## src/rtl/scan_index_sequencer.sv

```systemverilog
// ---------------------------------------------------------------------------
// scan_index_sequencer
//
// Produces the 3-bit select index for a downstream 3-to-8 one-hot decoder
// that drives LED or keypad rows. The index steps upward through channels
// 0..7. Channels whose mask bit is low are skipped. Each channel is held
// for a programmable dwell time. The block can scan continuously or make
// a single sweep and then stop.
//
// Ports:
//   clk        - system clock; the only clock in the block
//   rst        - synchronous, active-high reset
//   start      - begin scanning; only looked at while idle
//   stop       - abort scanning; the block is idle after the next edge
//   hold       - freeze the dwell counter and sel while high
//   mode       - 0 = continuous scan, 1 = single sweep
//   dwell      - cycles per channel; a value of 0 behaves like 1
//   mask       - per-channel enable; bit i high means channel i is scanned
//   sel        - current channel index (registered)
//   sel_valid  - sel is an actively driven channel (registered)
//   busy       - block is not idle (registered)
//   sweep_done - one-cycle pulse when a full pass over the enabled
//                channels completes (registered)
// ---------------------------------------------------------------------------
module scan_index_sequencer #(
  parameter int DWELL_W = 8
) (
  input  logic               clk,
  input  logic               rst,
  input  logic               start,
  input  logic               stop,
  input  logic               hold,
  input  logic               mode,
  input  logic [DWELL_W-1:0] dwell,
  input  logic [7:0]         mask,
  output logic [2:0]         sel,
  output logic               sel_valid,
  output logic               busy,
  output logic               sweep_done
);

  typedef enum logic {
    IDLE  = 1'b0,
    DWELL = 1'b1
  } state_t;

  state_t             state, state_n;
  logic [DWELL_W-1:0] cnt, cnt_n;
  logic [2:0]         sel_n;
  logic               sel_valid_n;
  logic               busy_n;
  logic               sweep_done_n;

  logic [2:0]         nxt_idx;
  logic [2:0]         low_idx;
  logic               wrap;
  logic [DWELL_W-1:0] load_val;

  // Search upward from cur+1 with wrap-around and return the first enabled
  // channel. The final step (k = 8) lands back on cur itself. That is how a
  // single enabled channel selects itself again.
  function automatic logic [2:0] next_index(input logic [2:0] cur,
                                            input logic [7:0] m);
    logic [2:0] idx;
    logic       found;
    next_index = cur;
    found      = 1'b0;
    for (int k = 1; k <= 8; k++) begin
      idx = cur + 3'(k);
      if (!found && m[idx]) begin
        next_index = idx;
        found      = 1'b1;
      end
    end
  endfunction

  // Return the lowest enabled channel. Scanning downward lets the lowest
  // set bit be the last one written.
  function automatic logic [2:0] lowest_index(input logic [7:0] m);
    lowest_index = 3'd0;
    for (int k = 7; k >= 0; k--) begin
      if (m[k]) lowest_index = 3'(k);
    end
  endfunction

  // Decode the candidate next channel and the counter reload value.
  // A requested dwell of 0 is treated as 1, so the reload value is 0 in
  // both cases. A wrap means the search came back to or below the current
  // index, which is the end of a pass.
  always_comb begin
    nxt_idx  = next_index(sel, mask);
    low_idx  = lowest_index(mask);
    wrap     = (nxt_idx <= sel);
    load_val = (dwell == '0) ? '0 : dwell - DWELL_W'(1);
  end

  // Next-state and next-output logic. By default everything holds and
  // sweep_done drops, so the pulse lasts one cycle. In DWELL the checks run
  // in this order: stop, then hold, then counting down, then the channel
  // advance. This order makes stop beat an advance that falls in the same
  // cycle.
  always_comb begin
    state_n      = state;
    cnt_n        = cnt;
    sel_n        = sel;
    sel_valid_n  = sel_valid;
    busy_n       = busy;
    sweep_done_n = 1'b0;

    unique case (state)
      IDLE: begin
        if (start && !stop && (mask != 8'h00)) begin
          state_n     = DWELL;
          sel_n       = low_idx;
          cnt_n       = load_val;
          sel_valid_n = 1'b1;
          busy_n      = 1'b1;
        end
      end

      DWELL: begin
        if (stop) begin
          state_n     = IDLE;
          sel_valid_n = 1'b0;
          busy_n      = 1'b0;
        end else if (hold) begin
          state_n = DWELL;
        end else if (cnt != '0) begin
          cnt_n = cnt - DWELL_W'(1);
        end else if (mask == 8'h00) begin
          state_n     = IDLE;
          sel_valid_n = 1'b0;
          busy_n      = 1'b0;
        end else if (!wrap) begin
          sel_n = nxt_idx;
          cnt_n = load_val;
        end else if (!mode) begin
          sel_n        = nxt_idx;
          cnt_n        = load_val;
          sweep_done_n = 1'b1;
        end else begin
          state_n      = IDLE;
          sel_valid_n  = 1'b0;
          busy_n       = 1'b0;
          sweep_done_n = 1'b1;
        end
      end

      default: begin
        state_n     = IDLE;
        sel_valid_n = 1'b0;
        busy_n      = 1'b0;
      end
    endcase
  end

  // State and output registers. Reset is synchronous and overrides every
  // other input, including in the middle of a sweep.
  always_ff @(posedge clk) begin
    if (rst) begin
      state      <= IDLE;
      cnt        <= '0;
      sel        <= 3'd0;
      sel_valid  <= 1'b0;
      busy       <= 1'b0;
      sweep_done <= 1'b0;
    end else begin
      state      <= state_n;
      cnt        <= cnt_n;
      sel        <= sel_n;
      sel_valid  <= sel_valid_n;
      busy       <= busy_n;
      sweep_done <= sweep_done_n;
    end
  end

endmodule

```

## config.mk

```make
export PLATFORM = sky130hd
export DESIGN_NAME = scan_index_sequencer
export DESIGN_NICKNAME = d
export VERILOG_FILES = /design/src/rtl/scan_index_sequencer.sv
export SDC_FILE = /design/constraint.sdc
export NUM_CORES = 1
export LEC_CHECK = 0
export CAP_MARGIN = 20
export CORE_MARGIN = 2
export CORE_UTILIZATION = 45
export DETAILED_ROUTE_END_ITERATION = 8
export HOLD_SLACK_MARGIN = 0.05
export PLACE_DENSITY = 0.66
export SLEW_MARGIN = 0
export SYNTH_ARGS = -nofsm -noshare
export SYNTH_HDL_FRONTEND = slang
export SYNTH_SLANG_ARGS = --single-unit
```

## constraint.sdc

```tcl
create_clock -name clk -period 5.1 [get_ports clk]
set_input_delay 0.51 -clock clk [delete_from_list [all_inputs] [get_ports clk]]
set_output_delay 0.51 -clock clk [all_outputs]
set_load 0.02 [all_outputs]
```

==> impl_metrics.py, run 1 <==
metrics = {
    "cts": {
        "clk-insertion-delay-late_ns": 0.25,
        "cts_max_level": 1,
        "cts_tree": "yes",
        "numCtsBuffers": 3,
        "cts_setup_buffers": 0,
        "clock_sinks": 14,
        "path_clk_slew_ns": 0.06,
        "cts_buffer_depth": 2,
        "cts_resized": 0,
        "cts_hold_buf": 0,
        "clockRootBuffer": "clkbuf_8",
    },
    "critical_path": {
        "r2r-end": "cnt[4]$_SDFFE_PP0P_",
        "startpoint_type": "register",
        "worstSetupPathType": "register to register",
        "crit_path_cell_trace": "clkinv_1 -> ha_1 -> mux4_2 -> mux2_2 -> a211o_1 -> a31o_1 -> o211ai_1 -> nand2b_1 -> ha_1 -> nor2b_1 -> o211a_1 -> o21bai_1 -> a31oi_1 -> a21oi_1 -> a211oi_1",
        "crit_path_end_kind": "register",
        "r2r_slack_ns": 0.62,
        "max_stage_delay_ns": 0.61,
        "path_common_cell": "ha_1",
        "critical_path_required_ns": 5.26,
        "crit_fanout": 9,
        "timing.rr.start": "sel[1]$_SDFFE_PP0P_",
        "cp_slowest_cell": "mux4_2",
        "cp.buffers_inverters": 1,
        "rr_worst_depth": 15,
        "cp.arrival_ns": 4.63,
        "path_delay_family": "compound AO/OA/AOI/OAI gates",
    },
    "global_route": {
        "grt_overflow": 0,
        "grt_pass1_vias": 1759,
        "grt_usage_pct": 21.3,
        "antenna_found_initial": 0,
        "grt_pass1_wl_um": 8630,
        "grt_max_degree": 18,
    },
    "timing": {
        "post-route-period-util_pct": 87.8,
        "tightest_slew_ns": 0.633,
        "hold_violations": 0,
        "fin_setup_tns_ns": 0,
        "slew_viol_final": 0,
        "clock_skew_ns": 0.00118,
        "clock.fmax_mhz": 223,
        "max_slew_margin_pct": 57.6,
        "setup_viol_count_final": 0,
        "holdWs_ns": 0.486,
        "rsz0062_at_grt": "no",
        "period_needed_ns": 4.48,
    },
    "placed_design": {
        "portBuffers": 27,
        "placed_cell_area_mm2": 0.00222,
        "numPlacedInstances": 311,
        "dp_hpwl_um": 3780,
        "gp_congestion": 0.812,
    },
    "power_and_ir_drop": {
        "peakVddDrop_uv": 169,
        "power_mw": 0.492,
        "power.leakage_nw": 0.797,
        "power_density_mw_per_mm2": 216,
    },
    "die": {
        "die_y_um": 69.9,
        "fp.dieW_um": 69.9,
        "coreArea_mm2": 0.00409,
        "rows": 23,
        "io_pins": 28,
        "initial_core_util_pct": 47.9,
        "dieArea_mm2": 0.00489,
    },
    "synth": {
        "synth_top_cells_by_area": "dfxtp_1 (14%), mux4_2 (10%), ha_1 (5.1%)",
        "ys.flop_type": "dfxtp_1",
        "synth_top_cell_by_area": "dfxtp_1",
        "seq_area_frac_synth_pct": 14.3,
        "synth_seq_cells": 14,
        "synth_cell_types": 59,
        "ys_warn_count": 0,
        "syn_nets": 274,
        "synthArstFlopShare_pct": 0,
        "synth_area_mm2": 0.00196,
        "synth-edff-count": 0,
        "synth_area_per_cell_um2": 8.01,
        "netlist_instances": 244,
        "netlist.area_leader.share_pct": 14.3,
    },
    "finish": {
        "num-fill-cells": 378,
        "final_cells": 315,
        "area.growth.synth_to_final_pct": 16.5,
        "nets": 296,
        "n_antenna_cell": 0,
        "drive_gt1_share_pct": 11.3,
        "fin_area_mm2": 0.00228,
        "final_cell_mix": "clkdlybuf4s50_1 (27), nor2_1 (21), nand2_1 (17)",
        "multi_input_area_mm2": 0.00154,
        "final_common_cell": "clkdlybuf4s50_1",
        "seqCellArea_um2": 280,
    },
    "routing": {
        "highest_layer": "met4",
        "met3_length_um": 282,
        "vias_per_cell": 6.39,
        "wl_met2_um": 2210,
        "route.vias.total": 2013,
        "wl_um": 4930,
        "ant_nets": 0,
        "drc_errors": 0,
        "wl_met1_um": 2410,
        "firstDrtPassIters": 5,
        "drt-wirelength-per-cell_um": 15.7,
        "drt-initial-drc-count": 226,
    },
    "run_status": {
        "outcome": "finished clean",
    },
    "flow_run": {
        "maxCapViolations": 0,
    },
    "hold_path": {
        "hold_depth": 2,
        "min_to": "busy$_SDFFE_PP0P_",
        "min_from": "busy$_SDFFE_PP0P_",
        "holdCritPathClass": "register to register",
    },
}
==> registers in the layout, summed over array words and instances (netlist names) <==
register    flops
cnt             8
busy            1
sel             3
sweep_done      1
state           1
==> how the worst max path moves through the flow <==
stage                              from                   to  slack (ns)  depth (start not counted)
floorplan           sel[0]$_SDFFE_PP0P_  sel[1]$_SDFFE_PP0P_        0.84                         18
global placement    sel[1]$_SDFFE_PP0P_  cnt[6]$_SDFFE_PP0P_        0.70                         15
detailed placement  sel[1]$_SDFFE_PP0P_  cnt[4]$_SDFFE_PP0P_        0.65                         15
CTS                 sel[1]$_SDFFE_PP0P_  cnt[4]$_SDFFE_PP0P_        0.63                         15
global route        sel[1]$_SDFFE_PP0P_  cnt[4]$_SDFFE_PP0P_        0.18                         15
finish              sel[1]$_SDFFE_PP0P_  cnt[4]$_SDFFE_PP0P_        0.62                         15
==> routing by layer <==
layer	track usage (%)	vias up
met5	0	-
met2	31.9	77
met4	3.21	0
met1	32.7	943
li1	-	988
met3	3.46	5
==> stage by stage <==
step | worst slack, ns | util (%)
after detailed placement | 0.652 | 54.4
final | 0.625 | 55.8
after global placement | 0.696 | 54.4
after floorplan | 0.843 | -
after global routing | 0.177 | 55.8
after CTS | 0.627 | 55.8
==> cell type report <==
| class | instances | area share [%] |
|---|---|---|
| Sequential cell | 14 | 12.3 |
| Tap cell | 50 | 2.75 |
| Clock buffer | 4 | 2.42 |
| Inverter | 16 | 2.64 |
| Multi-Input combinational cell | 202 | 67.4 |
| Timing Repair Buffer | 29 | 12.5 |
==> kinds of logic (layout without fill, tap and decap cells) <==
logic type | after synthesis | count (layout) | share of synthesized area [%]
compound gates | 93 | 93 | 34.3
xor+xnor | 7 | 7 | 3.14
fa+ha+maj | 8 | 8 | 5.12
buf+inv | 28 | 49 | 7.17
flops | 14 | 14 | 14.3
mux | 19 | 19 | 16.3
simple gates | 75 | 75 | 19.6
==> cell usage after synthesis (7+ instances only) <==
master	count
a211oi_1	7
o21ai_0	14
ha_1	8
nand3_1	7
inv_1	14
a21oi_1	15
nand2_1	17
mux4_2	9
dfxtp_1	14
nor2_1	21
o211ai_1	7
==> report_power, final <==
| group | switching (mW) | internal, mW | leakage [nW] | total (mW) |
|---|---|---|---|---|
| sequential | 0.0113 | 0.117 | 0.115 | 0.129 |
| clock | 0.0410 | 0.0684 | 0.0288 | 0.109 |
| combinational | 0.139 | 0.115 | 0.654 | 0.254 |
| total | 0.191 | 0.300 | 0.797 | 0.492 |
==> worst register-to-register path: cells and delay by family (launching register included) <==
family	cells	cell delay (ns)
AO/OA/AOI/OAI	8	1.77
adder cells (fa/ha/maj)	2	0.86
buffers and inverters	1	0.24
flip-flops	1	0.33
multiplexers	2	0.93
AND/OR/NAND/NOR	2	0.26
(Power assumes the default switching activity.)
==> run 2: changes to the inputs <==
--- a/config.mk
+++ b/config.mk
@@ -7,10 +7,11 @@
 export LEC_CHECK = 0
 export CAP_MARGIN = 20
 export CORE_MARGIN = 2
-export CORE_UTILIZATION = 45
+export CORE_UTILIZATION = 56
+export CTS_CLUSTER_SIZE = 12
 export DETAILED_ROUTE_END_ITERATION = 8
 export HOLD_SLACK_MARGIN = 0.05
-export PLACE_DENSITY = 0.66
+export PLACE_DENSITY = 0.8
 export SLEW_MARGIN = 0
 export SYNTH_ARGS = -nofsm -noshare
 export SYNTH_HDL_FRONTEND = slang
==> impl_metrics.py, run 2 (synthesis gave the netlist of run 1 again) <==
metrics = {
    "critical_path": {
        "crit_fanout": 9,
        "path_depth": 15,
        "worstSetupPathType": "register to register",
        "cp.arrival_ns": 4.72,
        "path_common_cell": "ha_1",
        "crit_path_cell_trace": "clkinv_1 -> ha_1 -> mux4_2 -> mux2_2 -> a211o_1 -> a31o_1 -> o211ai_1 -> nand2b_1 -> ha_1 -> nor2b_1 -> o211a_1 -> o21bai_1 -> a31oi_1 -> a21oi_1 -> a211oi_1",
        "max_stage_delay_ns": 0.61,
        "path_delay_family": "compound AO/OA/AOI/OAI gates",
        "cp.buffers_inverters": 1,
        "critical_path_required_ns": 5.29,
        "cp_slowest_cell": "mux4_2",
        "startpoint_type": "register",
        "crit_path_end_kind": "register",
        "rr_worst_depth": 15,
    },
    "cts": {
        "cts_hold_buf": 0,
        "numCtsBuffers": 3,
        "clk-insertion-delay-late_ns": 0.28,
        "clock_sinks": 14,
        "cts_max_level": 1,
        "clockRootBuffer": "clkbuf_4",
        "path_clk_slew_ns": 0.09,
        "cts_buffer_depth": 2,
        "cts_tree": "yes",
        "cts_resized": 0,
        "cts_setup_buffers": 0,
    },
    "routing": {
        "firstDrtPassIters": 4,
        "wl_met1_um": 2170,
        "route.vias.total": 2027,
        "wl_met2_um": 2460,
        "drc_errors": 0,
        "ant_nets": 0,
        "drt-wirelength-per-cell_um": 16.2,
        "vias_per_cell": 6.52,
        "wl_um": 5030,
        "drt-initial-drc-count": 278,
        "met3_length_um": 351,
        "highest_layer": "met4",
    },
    "hold_path": {
        "hold_depth": 2,
        "holdCritPathClass": "register to register",
    },
    "finish": {
        "n_antenna_cell": 0,
        "fin_area_mm2": 0.00225,
        "regMostFlops": "cnt",
        "nets": 296,
        "largest_register_ffs": 8,
        "final_common_cell": "clkdlybuf4s50_1",
        "reg_top3": "cnt (8), sel (3)",
        "final_cell_mix": "clkdlybuf4s50_1 (27), nor2_1 (21), nand2_1 (17)",
        "area.growth.synth_to_final_pct": 15.3,
        "drive_gt1_share_pct": 11.3,
    },
    "timing": {
        "slew_viol_final": 0,
        "post-route-period-util_pct": 88.7,
        "max_slew_margin_pct": 57.1,
        "clock_skew_ns": 0.00257,
        "tightest_slew_ns": 0.640,
        "finalWorstSetupSlack_ns": 0.576,
        "clock.fmax_mhz": 221,
        "setup_viol_count_final": 0,
        "fin_setup_tns_ns": 0,
        "rsz0062_at_grt": "no",
        "hold_violations": 0,
        "period_needed_ns": 4.52,
    },
    "global_route": {
        "grt_usage_pct": 27.3,
        "grt_pass1_vias": 1890,
        "antenna_found_initial": 0,
        "grt_pass1_wl_um": 8850,
        "grt_overflow": 0,
        "grt_max_degree": 18,
    },
    "power_and_ir_drop": {
        "power_density_mw_per_mm2": 207,
        "power.leakage_nw": 0.790,
        "peakVddDrop_uv": 147,
    },
    "die": {
        "coreArea_mm2": 0.00334,
        "rows": 21,
        "die_y_um": 63.1,
        "fp.dieW_um": 63.1,
        "io_pins": 28,
        "dieArea_mm2": 0.00398,
        "initial_core_util_pct": 58.6,
    },
    "run_status": {
        "outcome": "finished clean",
    },
    "flow_run": {
        "maxCapViolations": 0,
    },
    "placed_design": {
        "place_worst_setup_slack_ns": 0.647,
        "placed_cell_area_mm2": 0.00222,
        "portBuffers": 27,
        "gp_congestion": 0.865,
        "dp_hpwl_um": 3840,
    },
}
run 2: cell types whose count changed in the layout (fill, tap and decap cells not counted):
cell      delta
clkbuf_8     -3
clkbuf_4     +3
run 2: area by class of cell:
class | count | area [µm²]
sequential | 14 | 280
timing repair buffer | 29 | 285
clock buffer | 4 | 36.3
tap | 46 | 57.6
fill | 321 | 1080
inverter | 16 | 60.1
multi-input combinational | 202 | 1540
run 2: worst min-delay path, cell delays in order (launching register included):
cell,delay [ns]
dfxtp_1,0.33
inv_1,0.05
a221oi_1,0.06
run 2: path summary, 6_finish.rpt:
| path | to | slack, ns | start |
|---|---|---|---|
| max reg2reg | cnt[6]$_SDFFE_PP0P_ | 0.58 | sel[1]$_SDFFE_PP0P_ |
| min reg2reg | busy$_SDFFE_PP0P_ | 0.49 | busy$_SDFFE_PP0P_ |
| max | cnt[6]$_SDFFE_PP0P_ | 0.58 | sel[1]$_SDFFE_PP0P_ |
| min | busy$_SDFFE_PP0P_ | 0.49 | busy$_SDFFE_PP0P_ |
run 2: per-layer routing:
metal	vias to the layer above	track usage (%)
li1	992	-
met1	948	36.1
met2	81	47.1
met3	6	4.29
met4	0	5.28
met5	-	0
run 2: report_power, final:
part,switching [mW],internal [mW],leakage (nW)
Combinational,0.142,0.115,0.654
Sequential,0.0112,0.117,0.115
Clock,0.0373,0.0434,0.0210
Total,0.190,0.276,0.790
run 2: through the flow:
step                      total power [mW]  hold WS [ns]  util (%)  instances
after CTS                            0.465         0.501      67.6        311
after floorplan                      0.318         0.463         -        244
after global routing                 0.506         0.539      67.6        311
after detailed placement             0.383         0.488      66.5        307
final                                0.466         0.495      67.6        311
after global placement               0.379         0.480      66.5        307
